`config.mk`:
```
export PLATFORM = sky130hd
export DESIGN_NAME = inst_decode_stage
export DESIGN_NICKNAME = d
export VERILOG_FILES = /design/src/rtl/inst_decode_stage.sv
export SDC_FILE = /design/constraint.sdc
export NUM_CORES = 1
export LEC_CHECK = 0
export BUFFER_PORTS_ARGS = -buffer_cell sky130_fd_sc_hd__buf_2
export CAP_MARGIN = 20
export CORE_AREA = 10 10 102 104
export DETAILED_ROUTE_END_ITERATION = 7
export DIE_AREA = 0 0 112 114
export GPL_ROUTABILITY_DRIVEN = 0
export GPL_TIMING_DRIVEN = 0
export PLACE_DENSITY = 0.93
export SYNTH_ARGS = -nofsm -noshare
export SYNTH_HDL_FRONTEND = slang
export SYNTH_SLANG_ARGS = --single-unit
```
`constraint.sdc`:
```
create_clock -name clk -period 3.89 [get_ports clk]
set_input_delay 0.389 -clock clk [delete_from_list [all_inputs] [get_ports clk]]
set_output_delay 0.389 -clock clk [all_outputs]
set_load 0.01 [all_outputs]
```
`src/rtl/inst_decode_stage.sv`:
```
// Registered RV32I/RV64I instruction-decode stage with valid/ready handshake,
// flush, optional M-extension ALU encoding and a saturating illegal counter.
module inst_decode_stage #(
    parameter int XLEN     = 32,
    parameter int ALUOP_W  = 4,
    parameter int ENABLE_M = 0,
    parameter int CNT_W    = 16
) (
    input  logic               clk,
    input  logic               rst,
    input  logic               flush,
    input  logic               in_valid,
    output logic               in_ready,
    input  logic [31:0]        in_inst,
    input  logic [XLEN-1:0]    in_pc,
    output logic               out_valid,
    input  logic               out_ready,
    output logic [XLEN-1:0]    out_pc,
    output logic [ALUOP_W-1:0] out_alu_op,
    output logic [4:0]         out_rd,
    output logic [4:0]         out_rs1,
    output logic [4:0]         out_rs2,
    output logic [XLEN-1:0]    out_imm,
    output logic               out_reg_we,
    output logic               out_mem_re,
    output logic               out_mem_we,
    output logic               out_branch,
    output logic               out_jump,
    output logic               out_illegal,
    output logic [CNT_W-1:0]   illegal_cnt
);

    localparam logic [6:0] OP_R     = 7'b0110011;
    localparam logic [6:0] OP_I     = 7'b0010011;
    localparam logic [6:0] OP_LOAD  = 7'b0000011;
    localparam logic [6:0] OP_STORE = 7'b0100011;
    localparam logic [6:0] OP_BR    = 7'b1100011;
    localparam logic [6:0] OP_JAL   = 7'b1101111;
    localparam logic [6:0] OP_JALR  = 7'b1100111;
    localparam logic [6:0] OP_LUI   = 7'b0110111;
    localparam logic [6:0] OP_AUIPC = 7'b0010111;

    localparam logic [ALUOP_W-1:0] ALU_ADD     = '0;
    localparam logic [ALUOP_W-1:0] ALU_XOR     = ALUOP_W'(4'b0100);
    localparam logic [ALUOP_W-1:0] ALU_INVALID = '1;

    logic [6:0]         opcode;
    logic [2:0]         funct3;
    logic [6:0]         funct7;
    logic [4:0]         rd;
    logic [ALUOP_W-1:0] d_alu_op;
    logic [31:0]        d_imm32;
    logic               d_reg_we;
    logic               d_mem_re;
    logic               d_mem_we;
    logic               d_branch;
    logic               d_jump;
    logic               d_illegal;
    logic               capture;

    assign opcode   = in_inst[6:0];
    assign funct3   = in_inst[14:12];
    assign funct7   = in_inst[31:25];
    assign rd       = in_inst[11:7];
    assign in_ready = !out_valid || out_ready;
    assign capture  = in_valid && in_ready && !flush;

    // Combinational decode of the incoming instruction word.
    always_comb begin
        d_alu_op  = ALU_ADD;
        d_imm32   = 32'h0;
        d_reg_we  = 1'b0;
        d_mem_re  = 1'b0;
        d_mem_we  = 1'b0;
        d_branch  = 1'b0;
        d_jump    = 1'b0;
        d_illegal = 1'b0;
        case (opcode)
            OP_R: begin
                d_reg_we = (rd != 5'd0);
                if (funct7 == 7'b0000000) begin
                    d_alu_op = ALUOP_W'({1'b0, funct3});
                end else if (funct7 == 7'b0100000 && (funct3 == 3'b000 || funct3 == 3'b101)) begin
                    d_alu_op = ALUOP_W'({1'b1, funct3});
                end else if (funct7 == 7'b0000001 && ENABLE_M != 0) begin
                    d_alu_op = ALUOP_W'({2'b10, funct3});
                end else begin
                    d_illegal = 1'b1;
                end
            end
            OP_I: begin
                d_reg_we = (rd != 5'd0);
                d_imm32  = {{20{in_inst[31]}}, in_inst[31:20]};
                d_alu_op = (funct3 == 3'b101) ? ALUOP_W'({funct7[5], funct3})
                                              : ALUOP_W'({1'b0, funct3});
            end
            OP_LOAD: begin
                d_reg_we = (rd != 5'd0);
                d_mem_re = 1'b1;
                d_imm32  = {{20{in_inst[31]}}, in_inst[31:20]};
            end
            OP_STORE: begin
                d_mem_we = 1'b1;
                d_imm32  = {{20{in_inst[31]}}, in_inst[31:25], in_inst[11:7]};
            end
            OP_BR: begin
                d_branch = 1'b1;
                d_alu_op = ALU_XOR;
                d_imm32  = {{19{in_inst[31]}}, in_inst[31], in_inst[7],
                            in_inst[30:25], in_inst[11:8], 1'b0};
            end
            OP_JAL: begin
                d_reg_we = (rd != 5'd0);
                d_jump   = 1'b1;
                d_imm32  = {{11{in_inst[31]}}, in_inst[31], in_inst[19:12],
                            in_inst[20], in_inst[30:21], 1'b0};
            end
            OP_JALR: begin
                d_reg_we = (rd != 5'd0);
                d_jump   = 1'b1;
                d_imm32  = {{20{in_inst[31]}}, in_inst[31:20]};
            end
            OP_LUI, OP_AUIPC: begin
                d_reg_we = (rd != 5'd0);
                d_imm32  = {in_inst[31:12], 12'h000};
            end
            default: begin
                d_illegal = 1'b1;
            end
        endcase
        // An illegal instruction must never cause side effects downstream.
        if (d_illegal) begin
            d_alu_op = ALU_INVALID;
            d_reg_we = 1'b0;
            d_mem_re = 1'b0;
            d_mem_we = 1'b0;
            d_branch = 1'b0;
            d_jump   = 1'b0;
        end
    end

    // Output bundle register: capture on handshake, hold on stall, drop on flush.
    always_ff @(posedge clk) begin
        if (rst) begin
            out_valid   <= 1'b0;
            out_pc      <= '0;
            out_alu_op  <= '0;
            out_rd      <= '0;
            out_rs1     <= '0;
            out_rs2     <= '0;
            out_imm     <= '0;
            out_reg_we  <= 1'b0;
            out_mem_re  <= 1'b0;
            out_mem_we  <= 1'b0;
            out_branch  <= 1'b0;
            out_jump    <= 1'b0;
            out_illegal <= 1'b0;
        end else if (flush) begin
            out_valid <= 1'b0;
        end else if (capture) begin
            out_valid   <= 1'b1;
            out_pc      <= in_pc;
            out_alu_op  <= d_alu_op;
            out_rd      <= rd;
            out_rs1     <= in_inst[19:15];
            out_rs2     <= in_inst[24:20];
            out_imm     <= XLEN'($signed(d_imm32));
            out_reg_we  <= d_reg_we;
            out_mem_re  <= d_mem_re;
            out_mem_we  <= d_mem_we;
            out_branch  <= d_branch;
            out_jump    <= d_jump;
            out_illegal <= d_illegal;
        end else if (out_ready) begin
            out_valid <= 1'b0;
        end
    end

    // Saturating count of illegal instructions actually accepted.
    always_ff @(posedge clk) begin
        if (rst) begin
            illegal_cnt <= '0;
        end else if (capture && d_illegal && illegal_cnt != '1) begin
            illegal_cnt <= illegal_cnt + 1'b1;
        end
    end

endmodule
```
# == Yosys cells after proc, flatten, opt, wreduce, memory -nomap -nowiden ==
# Cells that the tools add are included.
# word_totals
register_bits,106
input_bits,69
output_inout_bits,107
wordCells,69
# classes
add_sub_neg,1
eq_ne,12
muxes,21
bitwise,1
reduce_logical,20
# ops
cell,n
$pmux W32 S5,1
$eq A7 B6 Y1 const B,4
$eq A7 B7 Y1 const B,3
$add A16 B1 Y16 const B,1
$mux W4,4
$ne A16 B16 Y1 const B,1
$eq A7 B5 Y1 const B,2
$mux W1,14
$pmux W4 S3,1
$reduce_or A8 Y1,1
$eq A7 B2 Y1 const B,1
$logic_not A7 Y1,1
$reduce_or A7 Y1,1
$reduce_or A2 Y1,3
$logic_and A1 B1 Y1,5
$reduce_bool A5 Y1,1
$eq A3 B3 Y1 const B,1
$logic_not A3 Y1,1
$reduce_or A3 Y1,1
$logic_not A1 Y1,2
$logic_or A1 B1 Y1,2
$pmux W1 S2,1
$reduce_and A2 Y1,1
$reduce_bool A2 Y1,1
$not A1 Y1,1

# == Logic depth before layout (Yosys ltp) ==
# Gate-level depths: netlist (run 1).
# depth
ltp_word,8
depth_mapped,9
mapped_depth_nobuf,6

# == Worst setup path before layout (run 1) ==
# Ideal clock, no wire load.
# synth_timing
kind,input to register
start,in in_inst[4]
end,reg illegal_cnt[13]
setup_time_ps,70
t_arrival_ps,1882
required_time_ps,3820
path_slack_ps,1938
path_stages,8
path_buffers,2
path_cell_list,buf_2 nand3b_1 nor3_1 a41oi_1 o211ai_1 clkbuf_2 or4_1 a21oi_1
# synth_via
elab_chain_cells,5
elab_cells_between_ends,13
classes_between,eq/ne (9); mux (1); reduce/logical (3)
# synth_rtl
item,line,text
start: declaration,14,"input logic [31:0] in_inst,"
$eq A7 B6 Y1 (tied with other cells),78,case (opcode)
$reduce_or A8 Y1 (no line),--,
$pmux W1 S2 (*),78,
$logic_and A1 B1 Y1 (*) (2 in series),183,end else if (capture && d_illegal && illegal_cnt != '1) begin
end signal: assignment,184,illegal_cnt <= illegal_cnt + 1'b1;
end: declaration,30,output logic [CNT_W-1:0] illegal_cnt
# Every way passes the cells marked *; elsewhere a longest branch is shown, timed or not.
# A chain may end at the register's enable or synchronous reset.

# == Worst setup path in the final report (run 1) ==
# layout_timing
start,reg illegal_cnt[0]
end,reg illegal_cnt[1]
# layout_via
elab_chain_cells,2
elab_cells_between_ends,3
classes_between,add/sub (1); eq/ne (1); reduce/logical (1)
# layout_rtl
item
"parallel branches: the longest is 2 deep, another holds $add A16 B1 Y16"
# Parallel ways; which one is timed is not known.

==> flow_summary.json, run 1 <==
{
  "diodes": 0,
  "hold_buffers": 0,
  "fillCellCount": 757,
  "grtUsageTotal_pct": 20.6,
  "ys_types": 43,
  "drcViolationCount": 0,
  "r2r-end": "illegal_cnt[1]$_SDFFE_PP0P_",
  "final_common_cell": "buf_2",
  "cts_tree": "done",
  "synth_seq_cells": 106,
  "crit_start": "illegal_cnt[0]$_SDFFE_PP0P_",
  "critPathMaxFanout": 10,
  "cts_resized": 0,
  "grt_pass1_wl_um": 21800,
  "antenna_found_initial": 0,
  "min_period_ns": 2.23,
  "synth_cells": 521,
  "final_cell_mix": "178 x buf_2, 127 x nand2_1, 106 x dfxtp_1",
  "area_growth_pct": 28.8,
  "post_cts_buffers": 0,
  "synth_flop_cell": "dfxtp_1",
  "num_vias": 4497,
  "ctsLongestPathBuffers": 2,
  "gr-usage-met2_pct": 33.7,
  "place_ws_ns": 1.42,
  "worstSetupPathType": "register to register",
  "clk_pin_slew_worst_paths_ns": 0.12,
  "cts_buffers": 9,
  "synth_edf_count": 0,
  "status": "finished clean",
  "cp-start-kind": "register",
  "tightest_slew_ns": 0.868,
  "setup_tns_ns": 0,
  "leakagePower_nw": 2.34,
  "first_global_vias": 4371,
  "grt_max_degree": 22,
  "hpwl_um": 11100,
  "die_w_um": 112,
  "syn-mean-instance-area_um2": 8.05,
  "fp.dieArea_mm2": 0.0128,
  "required_ns": 4.16,
  "crit_arrival_ns": 2.50,
  "drtIter0Drc": 318,
  "clock_latency_ns": 0.38,
  "wl_per_cell_um": 17.2,
  "maxSlewViolCount": 0,
  "vias_per_cell": 5.50,
  "ios": 176,
  "core_area_mm2": 0.00847,
  "synth_warnings": 0,
  "cts_num_sinks": 106,
  "endpoint": "illegal_cnt[1]$_SDFFE_PP0P_",
  "grt_overflow_total": 0,
  "top_usage_layer": "met2",
  "fin_crit_sh_pct": 57.4,
  "r2r_cells": 8,
  "ant_nets": 0,
  "syn_area_mm2": 0.00419,
  "rsz0062_at_grt": "no",
  "grt_use_met1_pct": 23.9,
  "fin_area_mm2": 0.00540,
  "portBuffers": 173,
  "clock_skew_ns": 0.0181,
  "maxCapViolCount": 0,
  "r2r_start": "illegal_cnt[0]$_SDFFE_PP0P_",
  "routed_wl_um": 14100,
  "postSynth.asyncResetShare_pct": 0,
  "firstDrtPassIters": 5,
  "die_h_um": 114,
  "slew_headroom_pct": 42.0,
  "synth-seq-area-share_pct": 50.6,
  "max-vdd-ir-drop_uv": 188,
  "setup_violations": 0,
  "root_buffer": "clkbuf_8",
  "end_kind": "register",
  "regToRegSetupSlack_ns": 1.66,
  "drive_gt1_share_pct": 28.5,
  "grt.met3_usage_pct": 6.67,
  "syn-num-nets": 591,
  "finalWorstSetupSlack_ns": 1.66,
  "min_path_type": "primary input to register",
  "cts_max_level": 3,
  "placed_cell_area_mm2": 0.00519,
  "fmax_ghz": 0.448,
  "nets": 775,
  "power_density_mw_per_mm2": 379,
  "finalHoldViolations": 0,
  "rows": 34,
  "initial_utilization_pct": 49.5
}
critical path: stages, from the launching register on:
cell	delay, ns
dfxtp_1	0.49
ha_1	0.28
and3_1	0.25
nand4_1	0.15
o211ai_1	0.17
buf_2	0.26
buf_2	0.25
mux2i_1	0.21
nor2_1	0.05
through the flow:
step | utilization (%) | hold WS [ns] | power [mW] | std cells
after detailed placement | 61.4 | 0.439 | 1.38 | 802
after CTS | 63.8 | 0.193 | 2.05 | 818
after global routing | 63.8 | 0.192 | 2.13 | 818
after global placement | 61.4 | 0.434 | 1.37 | 802
final | 63.8 | 0.196 | 2.04 | 818
after floorplan | - | 0.468 | 1.26 | 521
how the worst min path moves through the flow:
| stage | endpoint | cells past startpoint | slack [ns] | from |
|---|---|---|---|---|
| 2_1_floorplan | out_valid$_SDFFE_PP0P_ | 1 | 0.47 | flush |
| 3_3_place_gp | out_imm[13]$_SDFFE_PP0P_ | 2 | 0.43 | out_imm[13]$_SDFFE_PP0P_ |
| 3_5_place_dp | out_imm[18]$_SDFFE_PP0P_ | 2 | 0.44 | out_imm[18]$_SDFFE_PP0P_ |
| 4_1_cts | out_valid$_SDFFE_PP0P_ | 2 | 0.19 | flush |
| 5_1_grt | out_valid$_SDFFE_PP0P_ | 2 | 0.19 | flush |
| 6_report | out_valid$_SDFFE_PP0P_ | 2 | 0.20 | flush |
cells in the mapped netlist (all sizes together), types with 2 or more instances:
cell / instances / area (um2)
nand2: 127 / 477
dfxtp: 106 / 2120
a21oi: 81 / 405
o21ai: 34 / 170
nor2: 31 / 116
clkbuf: 25 / 96.3
nand3: 15 / 75.1
nor3: 11 / 60.1
or3: 10 / 62.6
buf: 8 / 36.3
o31ai: 8 / 60.1
a22oi: 7 / 52.6
inv: 6 / 22.5
or4: 6 / 45.0
a221oi: 4 / 35.0
and3: 4 / 25.0
nand4: 4 / 25.0
nor2b: 4 / 25.0
nand3b: 3 / 22.5
nor3b: 3 / 32.5
a211oi: 2 / 15.0
a21o: 2 / 15.0
a32o: 2 / 20.0
o32ai: 2 / 17.5
xor2: 2 / 17.5
cell type report:
| cell class | count | area (um2) | area share [%] |
|---|---|---|---|
| clock buffer | 9 | 124 | 2.29 |
| tap | 108 | 135 | 2.50 |
| inverter | 6 | 22.5 | 0.417 |
| timing repair buffer | 173 | 866 | 16.0 |
| multi-input combinational | 376 | 1920 | 35.5 |
| sequential | 106 | 2120 | 39.3 |
| buffer | 33 | 133 | 2.46 |
| clock inverter | 7 | 83.8 | 1.55 |
report_power, final:
part           internal, mW  switching, mW  total, mW  leakage [nW]
combinational        0.0820          0.141      0.223          1.37
sequential             1.12         0.0167       1.13         0.861
clock                 0.257          0.432      0.689         0.103
flip-flops by register name (all words and copies together) (netlist names):
signal / count
out_reg_we: 1
out_illegal: 1
illegal_cnt: 16
out_pc: 32
out_branch: 1
out_imm: 32
out_alu_op: 4
out_mem_re: 1
out_mem_we: 1
out_valid: 1
out_rs1: 5
out_rd: 5
out_jump: 1
out_rs2: 5
layer usage:
metal / routed length [um] / vias to the layer above
li1: - / 2185
met1: 5670 / 2045
met2: 6710 / 233
met3: 1280 / 34
met4: 420 / 0
met5: 0 / -
cell families (layout without fill, tap and decap cells):
family,count (synthesis),after routing,share of synthesized area (%)
simple gates,222,222,24.2
compound gates,149,149,20.3
flops,106,106,50.6
buf+inv,39,228,3.70
xor+xnor,2,2,0.418
mux,2,2,0.507
fa+ha+maj,1,1,0.298
Note: power is estimated with default switching activity, not from simulation.
==> run 2: changes to the inputs <==
--- a/config.mk
+++ b/config.mk
@@ -7,12 +7,12 @@
 export LEC_CHECK = 0
 export BUFFER_PORTS_ARGS = -buffer_cell sky130_fd_sc_hd__buf_2
 export CAP_MARGIN = 20
-export CORE_AREA = 10 10 102 104
+export CORE_AREA = 10 10 110 112
 export DETAILED_ROUTE_END_ITERATION = 7
-export DIE_AREA = 0 0 112 114
+export DIE_AREA = 0 0 120 122
 export GPL_ROUTABILITY_DRIVEN = 0
 export GPL_TIMING_DRIVEN = 0
-export PLACE_DENSITY = 0.93
+export PLACE_DENSITY = 0.85
 export SYNTH_ARGS = -nofsm -noshare
 export SYNTH_HDL_FRONTEND = slang
 export SYNTH_SLANG_ARGS = --single-unit
==> constraint.sdc (replaced) <==
create_clock -name clk -period 1.95 [get_ports clk]
set_input_delay 0.195 -clock clk [delete_from_list [all_inputs] [get_ports clk]]
set_output_delay 0.195 -clock clk [all_outputs]
set_load 0.01 [all_outputs]
==> flow_summary.json, run 2 (synthesis results as in run 1) <==
{
  "fin_crit_sh_pct": 95.4,
  "cts_num_sinks": 106,
  "finalWorstSetupSlack_ns": 0.0890,
  "hold_buffers": 0,
  "rsz0062_at_grt": "yes",
  "nets": 786,
  "placed_cell_area_mm2": 0.00523,
  "die_w_um": 120,
  "vias_per_cell": 5.11,
  "clk_pin_slew_worst_paths_ns": 0.11,
  "clock_skew_ns": 0.0107,
  "die_h_um": 122,
  "cts_tree": "done",
  "setup_violations": 0,
  "grt_overflow_total": 0,
  "clock_latency_ns": 0.38,
  "stdcell_count": 858,
  "wl_per_cell_um": 16.6,
  "maxSlewViolCount": 0,
  "firstDrtPassIters": 5,
  "finalHoldViolations": 0,
  "fp.dieArea_mm2": 0.0146,
  "tightest_slew_ns": 0.760,
  "ant_nets": 0,
  "power_density_mw_per_mm2": 743,
  "root_buffer": "clkbuf_8",
  "grt_pass1_wl_um": 21500,
  "dpl.cell_count": 830,
  "ctsLongestPathBuffers": 2,
  "cp-start-kind": "register",
  "final_common_cell": "buf_2",
  "crit_arrival_ns": 2.16,
  "fmax_ghz": 0.537,
  "final_cell_mix": "177 x buf_2, 127 x nand2_1, 99 x dfxtp_1",
  "status": "finished clean",
  "num_vias": 4387,
  "maxCapViolCount": 0,
  "grtUsageTotal_pct": 18.0,
  "min_period_ns": 1.86,
  "drive_gt1_share_pct": 33.3,
  "final_util_pct": 56.2,
  "cts_buffers": 9,
  "grt_max_degree": 19,
  "drcViolationCount": 0,
  "min_path_type": "primary input to register",
  "rows": 37,
  "hpwl_um": 10900,
  "place_ws_ns": -0.306,
  "cts_max_level": 3,
  "initial_utilization_pct": 41.7,
  "antenna_found_initial": 1,
  "ios": 176,
  "first_global_vias": 4111,
  "portBuffers": 173,
  "critPathMaxFanout": 8,
  "routed_wl_um": 14200,
  "reg_top3": "out_imm x32, out_pc x32, illegal_cnt x16",
  "slew_headroom_pct": 48.7,
  "worstSetupPathType": "register to register",
  "fin_area_mm2": 0.00564,
  "leakagePower_nw": 2.42,
  "end_kind": "register",
  "core_area_mm2": 0.0100,
  "required_ns": 2.25,
  "max-vdd-ir-drop_uv": 357,
  "drtIter0Drc": 307,
  "area_growth_pct": 34.6
}
==> run 2: changes by cell type in the layout (fill, tap and decap cells not counted), moves of 3 or more <==
cell,change
buf_4,+13
dfxtp_1,-7
clkbuf_1,-4
dfxtp_2,+4
a21oi_1,-3
a21oi_2,+3
clkinv_8,-3
dfxtp_4,+3
or4_1,-3
or4_4,+3
==> run 2: timing repair <==
item	in CTS	in global routing
endpoints found under the hold margin	0	0
setup buffers	4	7
pin swaps	3	8
gates resized for setup	19	24
cloned	1	0
endpoints found under the setup margin	61	83
==> run 2: power breakdown <==
part | internal [mW] | switching (mW)
Clock | 0.646 | 0.812
Combinational | 0.187 | 0.292
Sequential | 2.22 | 0.0297
Total | 3.06 | 1.13
==> run 2: worst paths after layout <==
check | start | to | slack [ns] | depth (start not counted)
setup reg to reg | illegal_cnt[1]$_SDFFE_PP0P_ | illegal_cnt[8]$_SDFFE_PP0P_ | 0.09 | 8
hold / removal | flush | out_valid$_SDFFE_PP0P_ | 0.03 | 2
setup / recovery | illegal_cnt[1]$_SDFFE_PP0P_ | illegal_cnt[8]$_SDFFE_PP0P_ | 0.09 | 8
hold reg to reg | out_pc[20]$_SDFFE_PP0P_ | out_pc[20]$_SDFFE_PP0P_ | 0.46 | 2
==> run 2: cell type report <==
cell class | count | area, um2
sequential | 106 | 2140
inverter | 6 | 22.5
timing repair buffer | 185 | 953
fill | 980 | 4400
buffer | 32 | 148
antenna | 1 | 2.50
tap | 136 | 170
clock inverter | 6 | 71.3
multi-input combinational | 376 | 2000
clock buffer | 10 | 138
==> run 2: per-stage QoR <==
| step | hold slack (ns) | TNS [ns] | power, mW |
|---|---|---|---|
| 6_report | 0.0251 | 0 | 4.19 |
| 5_1_grt | 0.0305 | 0 | 4.35 |
| 4_1_cts | 0.0222 | 0 | 4.21 |
| 3_5_place_dp | 0.408 | -12.53 | 2.75 |
| 3_3_place_gp | 0.401 | -12.26 | 2.74 |
| 2_1_floorplan | 0.274 | 0 | 2.52 |
==> run 2: critical path: stages (launching register included) <==
cell and delay, ns:
dfxtp_4 0.38, ha_4 0.17, and3_4 0.19, nand4_1 0.11, o211ai_1 0.14, buf_4 0.20
buf_4 0.14, or3_1 0.31, a21oi_1 0.15
==> run 2: per-layer routing <==
layer  global-route usage, %  wire [um]
met5                       0          0
met4                    6.64        205
met3                    5.41        978
met2                    29.8       6850
met1                    21.9       6170
